### config.mk
export PLATFORM = sky130hd
export DESIGN_NAME = mem_access_stage
export DESIGN_NICKNAME = d
export VERILOG_FILES = /design/src/rtl/mem_access_stage.sv
export SDC_FILE = /design/constraint.sdc
export NUM_CORES = 1
export LEC_CHECK = 0
export CELL_PAD_IN_SITES_DETAIL_PLACEMENT = 1
export CELL_PAD_IN_SITES_GLOBAL_PLACEMENT = 2
export CORE_UTILIZATION = 28
export CTS_CLUSTER_SIZE = 40
export DETAILED_ROUTE_END_ITERATION = 10
export PLACE_DENSITY_LB_ADDON = 0.15
export SKIP_LAST_GASP = 1
export SLEW_MARGIN = 20
export SYNTH_ARGS = -nofsm -noshare
export SYNTH_HDL_FRONTEND = slang
export SYNTH_SLANG_ARGS = --single-unit
### constraint.sdc
create_clock -name clk -period 4.8 [get_ports clk]
set_clock_uncertainty 0.1 [all_clocks]
set_input_delay 0.96 -clock clk [delete_from_list [all_inputs] [get_ports clk]]
set_output_delay 0.96 -clock clk [all_outputs]
set_load 0.005 [all_outputs]
### src/rtl/mem_access_stage.sv
// mem_access_stage
//   MEM stage of the integer pipeline. Takes the EX/MEM entry, performs the
//   data-memory access over a req/ack handshake with variable latency,
//   formats load data, and fills the MEM/WB register consumed by writeback.
//
//   Ports
//     clk, rst_n          clock, asynchronous active-low reset
//     ex_*                EX/MEM entry (valid, ALU result / effective address,
//                         store data, funct3, read/write, reg_write,
//                         mem_to_reg, rd, next PC)
//     mem_stall           hold EX/MEM and every upstream stage this cycle
//     dmem_req/we/addr/wdata/be   access request towards data memory
//     dmem_ack/rdata      access completion and read word
//     wb_*                MEM/WB register: valid, ALU result, formatted load
//                         data (LMD), rd, qualified reg_write, mem_to_reg,
//                         next PC, exception code (00 none, 01 misaligned or
//                         illegal, 10 timeout)
//
//   Accesses that fault (misaligned, illegal funct3, read+write together)
//   never reach memory: they pass straight to MEM/WB with wb_exc=01.
//   A legal access acknowledged in its first cycle completes without a
//   stall; otherwise the stage stalls in BUSY until ack or until TIMEOUT
//   cycles have elapsed, in which case the request is dropped and the entry
//   retires with wb_exc=10.
module mem_access_stage #(
  parameter int DATA_WIDTH = 32,
  parameter int TIMEOUT    = 16
) (
  input  logic                  clk,
  input  logic                  rst_n,
  input  logic                  ex_valid,
  input  logic [DATA_WIDTH-1:0] ex_alu_result,
  input  logic [DATA_WIDTH-1:0] ex_store_data,
  input  logic [2:0]            ex_funct3,
  input  logic                  ex_mem_read,
  input  logic                  ex_mem_write,
  input  logic                  ex_reg_write,
  input  logic                  ex_mem_to_reg,
  input  logic [4:0]            ex_rd,
  input  logic [DATA_WIDTH-1:0] ex_npc,
  output logic                  mem_stall,
  output logic                  dmem_req,
  output logic                  dmem_we,
  output logic [DATA_WIDTH-1:0] dmem_addr,
  output logic [DATA_WIDTH-1:0] dmem_wdata,
  output logic [3:0]            dmem_be,
  input  logic                  dmem_ack,
  input  logic [DATA_WIDTH-1:0] dmem_rdata,
  output logic                  wb_valid,
  output logic [DATA_WIDTH-1:0] wb_alu_result,
  output logic [DATA_WIDTH-1:0] wb_lmd,
  output logic [4:0]            wb_rd,
  output logic                  wb_reg_write,
  output logic                  wb_mem_to_reg,
  output logic [DATA_WIDTH-1:0] wb_npc,
  output logic [1:0]            wb_exc
);

  localparam int CNT_W = $clog2(TIMEOUT + 1);
  localparam logic [CNT_W-1:0] CNT_LIMIT = CNT_W'(TIMEOUT);

  localparam logic [2:0] F3_B  = 3'b000;
  localparam logic [2:0] F3_H  = 3'b001;
  localparam logic [2:0] F3_W  = 3'b010;
  localparam logic [2:0] F3_BU = 3'b100;
  localparam logic [2:0] F3_HU = 3'b101;

  localparam logic [1:0] EXC_NONE    = 2'b00;
  localparam logic [1:0] EXC_FAULT   = 2'b01;
  localparam logic [1:0] EXC_TIMEOUT = 2'b10;

  typedef enum logic {
    S_IDLE,
    S_BUSY
  } state_t;

  // funct3 / direction legality together with natural alignment.
  function automatic logic access_ok(input logic       rd,
                                     input logic       wr,
                                     input logic [2:0] f3,
                                     input logic [1:0] off);
    logic code_ok;
    logic aligned;
    code_ok = 1'b0;
    if (rd && !wr) begin
      code_ok = (f3 == F3_B) || (f3 == F3_H) || (f3 == F3_W) ||
                (f3 == F3_BU) || (f3 == F3_HU);
    end else if (wr && !rd) begin
      code_ok = (f3 == F3_B) || (f3 == F3_H) || (f3 == F3_W);
    end
    case (f3[1:0])
      2'b01:   aligned = !off[0];
      2'b10:   aligned = (off == 2'b00);
      default: aligned = 1'b1;
    endcase
    return code_ok && aligned;
  endfunction

  // Store data is replicated across lanes so memory can pick any lane with be.
  function automatic logic [DATA_WIDTH-1:0] store_wdata(input logic [2:0]            f3,
                                                         input logic [DATA_WIDTH-1:0] d);
    logic [DATA_WIDTH-1:0] r;
    case (f3[1:0])
      2'b00:   r = {4{d[7:0]}};
      2'b01:   r = {2{d[15:0]}};
      default: r = d;
    endcase
    return r;
  endfunction

  function automatic logic [3:0] store_be(input logic [2:0] f3,
                                          input logic [1:0] off);
    logic [3:0] r;
    case (f3[1:0])
      2'b00:   r = 4'b0001 << off;
      2'b01:   r = off[1] ? 4'b1100 : 4'b0011;
      default: r = 4'b1111;
    endcase
    return r;
  endfunction

  // Lane select plus sign/zero extension of the returned word.
  function automatic logic [DATA_WIDTH-1:0] fmt_load(input logic [2:0]            f3,
                                                      input logic [1:0]            off,
                                                      input logic [DATA_WIDTH-1:0] word);
    logic signed [7:0]     b;
    logic signed [15:0]    h;
    logic [DATA_WIDTH-1:0] r;
    case (off)
      2'd0:    b = word[7:0];
      2'd1:    b = word[15:8];
      2'd2:    b = word[23:16];
      default: b = word[31:24];
    endcase
    h = off[1] ? word[31:16] : word[15:0];
    case (f3)
      F3_B:    r = DATA_WIDTH'(b);             // b is signed: sign-extends
      F3_H:    r = DATA_WIDTH'(h);
      F3_BU:   r = DATA_WIDTH'($unsigned(b));
      F3_HU:   r = DATA_WIDTH'($unsigned(h));
      default: r = word;
    endcase
    return r;
  endfunction

  state_t                state_q, state_d;
  logic [CNT_W-1:0]      cnt_q, cnt_d;

  logic                  mem_op;
  logic                  op_legal;
  logic                  op_fault;
  logic                  issue;
  logic                  stall;
  logic                  timeout_hit;
  logic                  enter_busy;

  logic [DATA_WIDTH-1:0] st_wdata;
  logic [3:0]            st_be;

  // Request held while BUSY so memory sees a stable access.
  logic [DATA_WIDTH-1:0] req_addr_p1;
  logic [DATA_WIDTH-1:0] req_wdata_p1;
  logic [3:0]            req_be_p1;
  logic                  req_we_p1;
  logic [2:0]            req_f3_p1;

  logic [2:0]            acc_f3;
  logic [1:0]            acc_off;
  logic                  acc_load;
  logic [DATA_WIDTH-1:0] lmd_d;
  logic [1:0]            exc_d;

  assign mem_op   = ex_valid & (ex_mem_read | ex_mem_write);
  assign op_legal = mem_op & access_ok(ex_mem_read, ex_mem_write, ex_funct3,
                                       ex_alu_result[1:0]);
  assign op_fault = mem_op & !op_legal;

  assign st_wdata = ex_mem_write ? store_wdata(ex_funct3, ex_store_data) : '0;
  assign st_be    = ex_mem_write ? store_be(ex_funct3, ex_alu_result[1:0]) : 4'b0000;

  // FSM: state and timeout counter
  always_ff @(posedge clk or negedge rst_n) begin
    if (!rst_n) begin
      state_q <= S_IDLE;
      cnt_q   <= '0;
    end else begin
      state_q <= state_d;
      cnt_q   <= cnt_d;
    end
  end

  always_comb begin
    state_d     = state_q;
    cnt_d       = cnt_q;
    issue       = 1'b0;
    stall       = 1'b0;
    timeout_hit = 1'b0;
    case (state_q)
      S_IDLE: begin
        if (op_legal) begin
          issue = 1'b1;
          if (!dmem_ack) begin
            stall   = 1'b1;
            state_d = S_BUSY;
            cnt_d   = CNT_W'(1);
          end
        end
      end
      S_BUSY: begin
        // The abort cycle drops the request and releases the stall so the
        // faulted entry retires instead of being reissued.
        if (cnt_q == CNT_LIMIT) begin
          timeout_hit = 1'b1;
          state_d     = S_IDLE;
          cnt_d       = '0;
        end else if (dmem_ack) begin
          issue   = 1'b1;
          state_d = S_IDLE;
          cnt_d   = '0;
        end else begin
          issue = 1'b1;
          stall = 1'b1;
          cnt_d = cnt_q + CNT_W'(1);
        end
      end
      default: begin
        state_d = S_IDLE;
        cnt_d   = '0;
      end
    endcase
  end

  assign enter_busy = (state_q == S_IDLE) && (state_d == S_BUSY);

  // Request hold register: loaded on the IDLE->BUSY transition
  always_ff @(posedge clk) begin
    if (enter_busy) begin
      req_addr_p1  <= ex_alu_result;
      req_wdata_p1 <= st_wdata;
      req_be_p1    <= st_be;
      req_we_p1    <= ex_mem_write;
      req_f3_p1    <= ex_funct3;
    end
  end

  // Reset forces the handshake outputs low immediately, even though the
  // upstream stage may still be presenting a memory op.
  assign mem_stall = stall & rst_n;

  always_comb begin
    dmem_req   = issue & rst_n;
    dmem_we    = 1'b0;
    dmem_addr  = '0;
    dmem_wdata = '0;
    dmem_be    = 4'b0000;
    if (dmem_req) begin
      if (state_q == S_BUSY) begin
        dmem_we    = req_we_p1;
        dmem_addr  = req_addr_p1;
        dmem_wdata = req_wdata_p1;
        dmem_be    = req_be_p1;
      end else begin
        dmem_we    = ex_mem_write;
        dmem_addr  = ex_alu_result;
        dmem_wdata = st_wdata;
        dmem_be    = st_be;
      end
    end
  end

  always_comb begin
    acc_f3   = (state_q == S_BUSY) ? req_f3_p1 : ex_funct3;
    acc_off  = (state_q == S_BUSY) ? req_addr_p1[1:0] : ex_alu_result[1:0];
    acc_load = (state_q == S_BUSY) ? !req_we_p1 : (op_legal & ex_mem_read);
    lmd_d    = (acc_load && !timeout_hit) ? fmt_load(acc_f3, acc_off, dmem_rdata) : '0;
    if (timeout_hit) begin
      exc_d = EXC_TIMEOUT;
    end else if ((state_q == S_IDLE) && op_fault) begin
      exc_d = EXC_FAULT;
    end else begin
      exc_d = EXC_NONE;
    end
  end

  // MEM/WB register: a stall cycle inserts a bubble
  always_ff @(posedge clk or negedge rst_n) begin
    if (!rst_n) begin
      wb_valid      <= 1'b0;
      wb_alu_result <= '0;
      wb_lmd        <= '0;
      wb_rd         <= '0;
      wb_reg_write  <= 1'b0;
      wb_mem_to_reg <= 1'b0;
      wb_npc        <= '0;
      wb_exc        <= EXC_NONE;
    end else if (stall) begin
      wb_valid <= 1'b0;
    end else begin
      wb_valid      <= ex_valid;
      wb_alu_result <= ex_alu_result;
      wb_lmd        <= lmd_d;
      wb_rd         <= ex_rd;
      wb_reg_write  <= ex_valid & ex_reg_write & (ex_rd != 5'd0) & (exc_d == EXC_NONE);
      wb_mem_to_reg <= ex_mem_to_reg;
      wb_npc        <= ex_npc;
      wb_exc        <= exc_d;
    end
  end

endmodule

==> key figures, run 1 <==
Clocking
  – TritonCTS clock tree: built
  – CTS Sinks: about 180
  – Clock-pin slew on the worst setup and hold paths: 60 ps
  – Clk_lat worst skew: ~440 ps
  – Root Buffer: clkbuf_16
  – Hold_buf cts: 0
  – Longest Clk Path Bufs: 2
  – Cts bufs inserted: 17
  – Htree depth: 4

STA
  – Finish-stage setup viols: 0
  – F_max: ~220 MHz
  – Worst setup slack after layout: 194 ps
  – Total Negative Setup Slacks: 0 ps
  – Final Slew Violations: 0
  – Rel. slew slack: between 30% and 40%
  – RSZ-0062 raised after global routing: true
  – Endpoints failing hold: 0
  – Tcrit/Tclk final: ~96%
  – Crit path time final: 4610 ps
  – Worst Tran Pin Value: 962 ps

Route
  – Via/cell ratio: approximately 4.7
  – Detailed router's first-iteration violation count: 328
  – DRC Markers: 36
  – DRT Wirelength: 28400 um
  – Wire length per cell: 19.9 um
  – Antenna-violating nets left: 0
  – Router iterations before antenna repair: 8
  – DR vias: 6743

Setup path
  – Critical Path Max Stage Delay: 530 ps
  – CP max FO: slightly above 50
  – FF-to-FF End: wb_lmd[23]
  – Startpoint Class: input pin
  – Worst Path Buf+Inv: 4
  – CP max-delay cell: clkdlybuf4s50_1
  – Critical path type: in -> out
  – Worst R2R Start: state_q
  – CP most frequent cell: clkdlybuf4s50_1
  – CP required: 3740 ps
  – Reg2reg path depth: 5
  – R2r setup slk: ~1500 ps
  – Worst setup EP type: output port
  – Delay-heaviest family, CP: buffers and inverters
  – Arr. time, crit path: 3550 ps
  – Critical-path cell list: clkdlybuf4s50_1 -> inv_1 -> ha_1 -> or2_2 -> o21ai_1 -> a211oi_2 -> o21ai_4 -> buf_12 -> nor2_1 -> clkdlybuf4s50_1

Pwr
  – VDD IR max: 0.000240 V
  – Overall Power: between 3 and 4 mW
  – Leakage: 4.75 nW
  – Power per cell area: 287 mW/mm^2

Logic synthesis
  – Register area share after synthesis: 56.3%
  – Syn Nets: 847
  – Average cell area after synthesis: roughly 13 sq um
  – Area contributors post-synth: dfrtp_1 (32%), edfxtp_1 (25%), mux2i_1 (11%)
  – Post-synthesis async set-or-reset flop share: 60.9%
  – Area leader, netlist: dfrtp_1
  – Post-synth EDFFs: 72
  – Count leader, synth: dfrtp_1
  – Distinct cells, synth: 57
  – Yosys warnings: 0
  – Post-synth top flop: dfrtp_1
  – Synth top area share: approximately a third
  – Synth top cells by count: dfrtp_1 (112), mux2i_1 (93), nor2_1 (92)
  – Synthesized flop and latch total: between 150 and 200
  – Mapped Area: 0.00882 sq mm
  – Syn Inst Count: 698

Run
  – Max-cap viol count: 0

Die
  – Die Ht: 179 um
  – Die footprint: 0.0322 sq mm
  – Starting density of the core: ~29%
  – # IOs: 321
  – Row Count: 64
  – Die width: 179 um
  – Core area: 0.0307 sq mm

Placement
  – IO Port Bufs: between 300 and 400
  – Place WS: 65.9 ps
  – Post-DP HPWL: 19900 um
  – Final GP Congestion: 0.741

Layout
  – # fillers: 3307
  – # nets final: 1162
  – Sequential cell area: 0.00497 sq mm
  – Share of cells above drive strength 1: 13.6%
  – Ant diodes: 0
  – P&R area growth vs syn: 48.0%
  – Area of the multi-input gates: roughly 0.0036 sq mm

GRT
  – Initial antenna violation count: 0
  – Tot GR Track Use: 17.9%
  – Vias in the first global route: approximately 7200
  – Global route overflow: 0
  – First-pass GRT wire length: 44100 um
  – Largest net degree at the start of global routing: 108

Hold path
  – Worst Hold Endpoint: wb_lmd[0]
  – Hold path cells: 1
  – Worst hold-check path type: reg -> reg
  – Start point of the worst hold path: wb_lmd[0]

Status
  – Outcome: complete, but fails checks
  – Failing checks: design-rule violations
==> power breakdown <==
| group | switching [mW] | leakage (nW) | total (mW) | internal [mW] |
|---|---|---|---|---|
| Clock | 0.636 | 0.274 | 1.39 | 0.752 |
| Combinational | 0.267 | 2.48 | 0.613 | 0.346 |
| Sequential | 0.0414 | 2.00 | 1.75 | 1.71 |
==> routing by layer <==
layer  share of wire (%)  up-vias  GRT usage, %
met5                   0        -             0
met4                 1.5        0          4.93
met3                 6.8       24          5.98
met2                  46      196          28.1
met1                  46     3349          23.4
li1                    -     3174             -
==> worst max-delay path by stage <==
stage                             from              to  slack [ps]  cells after the start
after floorplan           ex_funct3[1]  req_addr_p1[0]         450                      8
after global placement    ex_funct3[1]   dmem_addr[28]         100                     10
after detailed placement  ex_funct3[0]      dmem_be[2]          70                     10
after CTS                 ex_funct3[1]      dmem_be[2]          40                     10
after global routing      ex_funct3[1]      dmem_be[0]         -20                     10
final                     ex_funct3[1]      dmem_be[2]         190                     10
==> metrics by stage <==
| stage | instances | hold slack, ps | instance area, sq um | util [%] |
|---|---|---|---|---|
| after detailed placement | 1390 | 377 | 12500 | 40.6 |
| after global routing | 1422 | 404 | 13100 | 42.4 |
| after global placement | 1390 | 373 | 12500 | 40.6 |
| after CTS | 1422 | 396 | 13000 | 42.4 |
| final | 1422 | 391 | 13100 | 42.4 |
| after floorplan | 698 | 379 | 8820 | - |
==> repair_timing <==
| item | CTS | global route |
|---|---|---|
| gates resized for setup | 0 | 4 |
| setup buffers | 0 | 0 |
| endpoints found under the setup margin | 0 | 70 |
==> cell usage in the layout (no fill, tap or decap), types with 4 or more instances in the layout <==
cell,instances
o21ai_0,18
dfrtp_1,111
nor3_1,9
clkdlybuf4s50_1,319
mux2i_1,93
ha_1,5
buf_12,4
a22o_1,4
and2_1,9
o2bb2ai_1,24
edfxtp_1,72
buf_4,20
nor2b_1,21
nand2b_1,5
a32o_1,8
clkbuf_1,5
nand2_1,10
or2_2,9
nor2_1,92
inv_1,9
a21boi_0,9
nor3b_1,4
mux2_2,65
mux2_1,6
a21oi_1,12
a22oi_1,16
clkbuf_16,18
==> cell families after synthesis <==
group | synth area share [%]
xor gates and xnor gates | 0.199
and+or+nand+nor | 9.42
muxes | 20.2
adders and majority gates | 0.709
DFF | 56.3
AOI/OAI and AO/OA | 9.69
buffers and inverters | 3.48
==> area by class of cell <==
cell class                 instances  area share [%]
clock buffer                      23            3.60
clock inverter                     9           0.681
inverter                          10           0.297
multi-input combinational        457            27.3
sequential                       184            38.1
tap                              396            3.80
timing repair buffer             343            26.2
Power figures use the tool's default switching activity.
==> inputs of run 2 (changes only) <==
- CORE_MARGIN: not set -> 2
==> key figures, run 2 (synthesis gave the netlist of run 1 again) <==
Setup path
  – Worst R2R Start: state_q
  – Arr. time, crit path: 3580 ps
  – Delay-heaviest family, CP: buffers and inverters
  – CP max FO: 39
  – Worst Path Buf+Inv: 5
  – CP most frequent cell: clkdlybuf4s50_1
  – CP required: roughly 3700 ps
  – Critical path type: in -> out
  – Startpoint Class: input pin
  – Worst setup EP type: output port
  – Critical-path cell list: clkdlybuf4s50_1 -> buf_4 -> ha_1 -> inv_1 -> o311a_1 -> a211oi_2 -> o21ai_4 -> buf_12 -> nor2_1 -> clkdlybuf4s50_1
  – Critical Path Max Stage Delay: 550 ps
  – Crit path from: ex_funct3[1]
  – CP max-delay cell: clkdlybuf4s50_1
  – R2r setup slk: 1600 ps

Placement
  – Post-DP HPWL: about 21000 um
  – Final GP Congestion: 0.729
  – IO Port Bufs: 320

Die
  – # IOs: around 320
  – Core area: 0.0308 sq mm
  – Starting density of the core: 28.6%
  – Die width: 181 um
  – Die footprint: 0.0329 sq mm
  – Row Count: 64
  – Die Ht: between 150 and 200 um

Layout
  – P&R area growth vs syn: 48.5%
  – # nets final: between 1000 and 1500
  – Ant diodes: 0
  – Share of cells above drive strength 1: 14.3%
  – Most frequent cells in the layout: clkdlybuf4s50_1 (319), dfrtp_1 (111), mux2i_1 (93)
  – Most common cell after layout, fill and taps aside: clkdlybuf4s50_1

Route
  – Antenna-violating nets left: 0
  – Detailed router's first-iteration violation count: 210
  – DRT Wirelength: 29200 um
  – DRC Markers: 0
  – Router iterations before antenna repair: 4
  – Via/cell ratio: roughly 4.7
  – DR vias: 6726
  – Wire length per cell: 20.5 um

GRT
  – Tot GR Track Use: 17.9%
  – Global route overflow: 0
  – First-pass GRT wire length: 45100 um
  – Initial antenna violation count: 0
  – Vias in the first global route: 7349
  – Largest net degree at the start of global routing: approximately 110

STA
  – F_max: ~220 MHz
  – RSZ-0062 raised after global routing: false
  – Tcrit/Tclk final: between 90% and 100%
  – Finish-stage setup viols: 0
  – Crit path time final: between 4000 and 5000 ps
  – Endpoints failing hold: 0
  – Rel. slew slack: 35.9%
  – Total Negative Setup Slacks: 0 ps
  – Worst hold slack: 392 ps
  – Final Slew Violations: 0
  – Worst Tran Pin Value: 959 ps

Status
  – Outcome: finished clean

Clocking
  – Longest Clk Path Bufs: 2
  – Htree depth: 4
  – Cts bufs inserted: 17
  – Post-CTS Setup Repair Bufs: 0
  – Clock-pin slew on the worst setup and hold paths: 70 ps
  – TritonCTS clock tree: built
  – Root Buffer: clkbuf_16
  – CTS Sinks: 184
  – Clk_lat worst skew: 440 ps

Pwr
  – Switching Share: 26.1%
  – Net switching power: 0.987 mW
  – VDD IR max: 0.000203 V
  – Comb pwr share: 16.4%
  – Clock power frac: 37.4%
  – Flop pwr share: 46.2%
  – Power Internal: 2.80 mW
  – Leakage: 4.77 nW
  – Power per cell area: 289 mW/mm^2

Hold path
  – Worst hold-check path type: reg -> reg
  – Start point of the worst hold path: wb_lmd[28]

Run
  – Max-cap viol count: 0
==> run 2: power by group through the flow <==
stage	registers (mW)	logic (mW)	clock network (mW)
final	1.75	0.622	1.42
after global routing	1.76	0.681	1.52
after CTS	1.75	0.637	1.47
after detailed placement	1.78	0.630	0
after global placement	1.78	0.629	0
after floorplan	1.78	0.247	0
==> run 2: layout make-up <==
| type | count | area, sq um |
|---|---|---|
| tap | 396 | 495 |
| clock buffer | 21 | 482 |
| inverter | 10 | 38.8 |
| clock inverter | 11 | 105 |
| sequential | 184 | 4970 |
| multi-input combinational | 457 | 3560 |
| timing repair buffer | 346 | 3450 |
| fill | 3295 | 17700 |
==> run 2: repair_timing <==
action,4_1_cts,5_1_grt
gates resized for setup,0,5
endpoints found under the setup margin,0,68
hold buffers,0,0
==> run 2: final timing paths <==
check                                end  cells past startpoint
setup / recovery           dmem_wdata[5]                     10
hold / removal                wb_lmd[28]                      1
setup reg to reg              wb_lmd[18]                      5
hold reg to reg               wb_lmd[28]                      1
max in group asynchronous     wb_npc[24]                      2
min in group asynchronous        state_q                      2
==> run 2: metrics by stage <==
stage | cell area (sq um) | setup WS (ps) | total power, mW | instances | util [%]
after floorplan | 8820 | 453 | 2.03 | 698 | -
after global placement | 12500 | 60.0 | 2.41 | 1393 | 40.6
after detailed placement | 12500 | 40.3 | 2.41 | 1393 | 40.6
after CTS | 13100 | 16.9 | 3.85 | 1425 | 42.5
after global routing | 13100 | 5.74 | 3.96 | 1425 | 42.5
final | 13100 | 156 | 3.78 | 1425 | 42.5
==> run 2: per-layer routing <==
metal | vias up | routed length (um) | GRT usage (%) | part of all wire [%]
met5 | - | 0 | 0 | 0
met4 | 0 | 261 | 3.93 | 0.89
met3 | 11 | 2160 | 6.14 | 7.4
met2 | 201 | 13600 | 28.8 | 47
met1 | 3332 | 13200 | 23.5 | 45
li1 | 3182 | - | - | -
==> run 2: worst register-to-register path, delay by kind of cell (launching register included) <==
family / cells / cell delay, ps
AO/OA/AOI/OAI: 4 / 1830
buffers and inverters: 1 / 680
flip-flops: 1 / 450
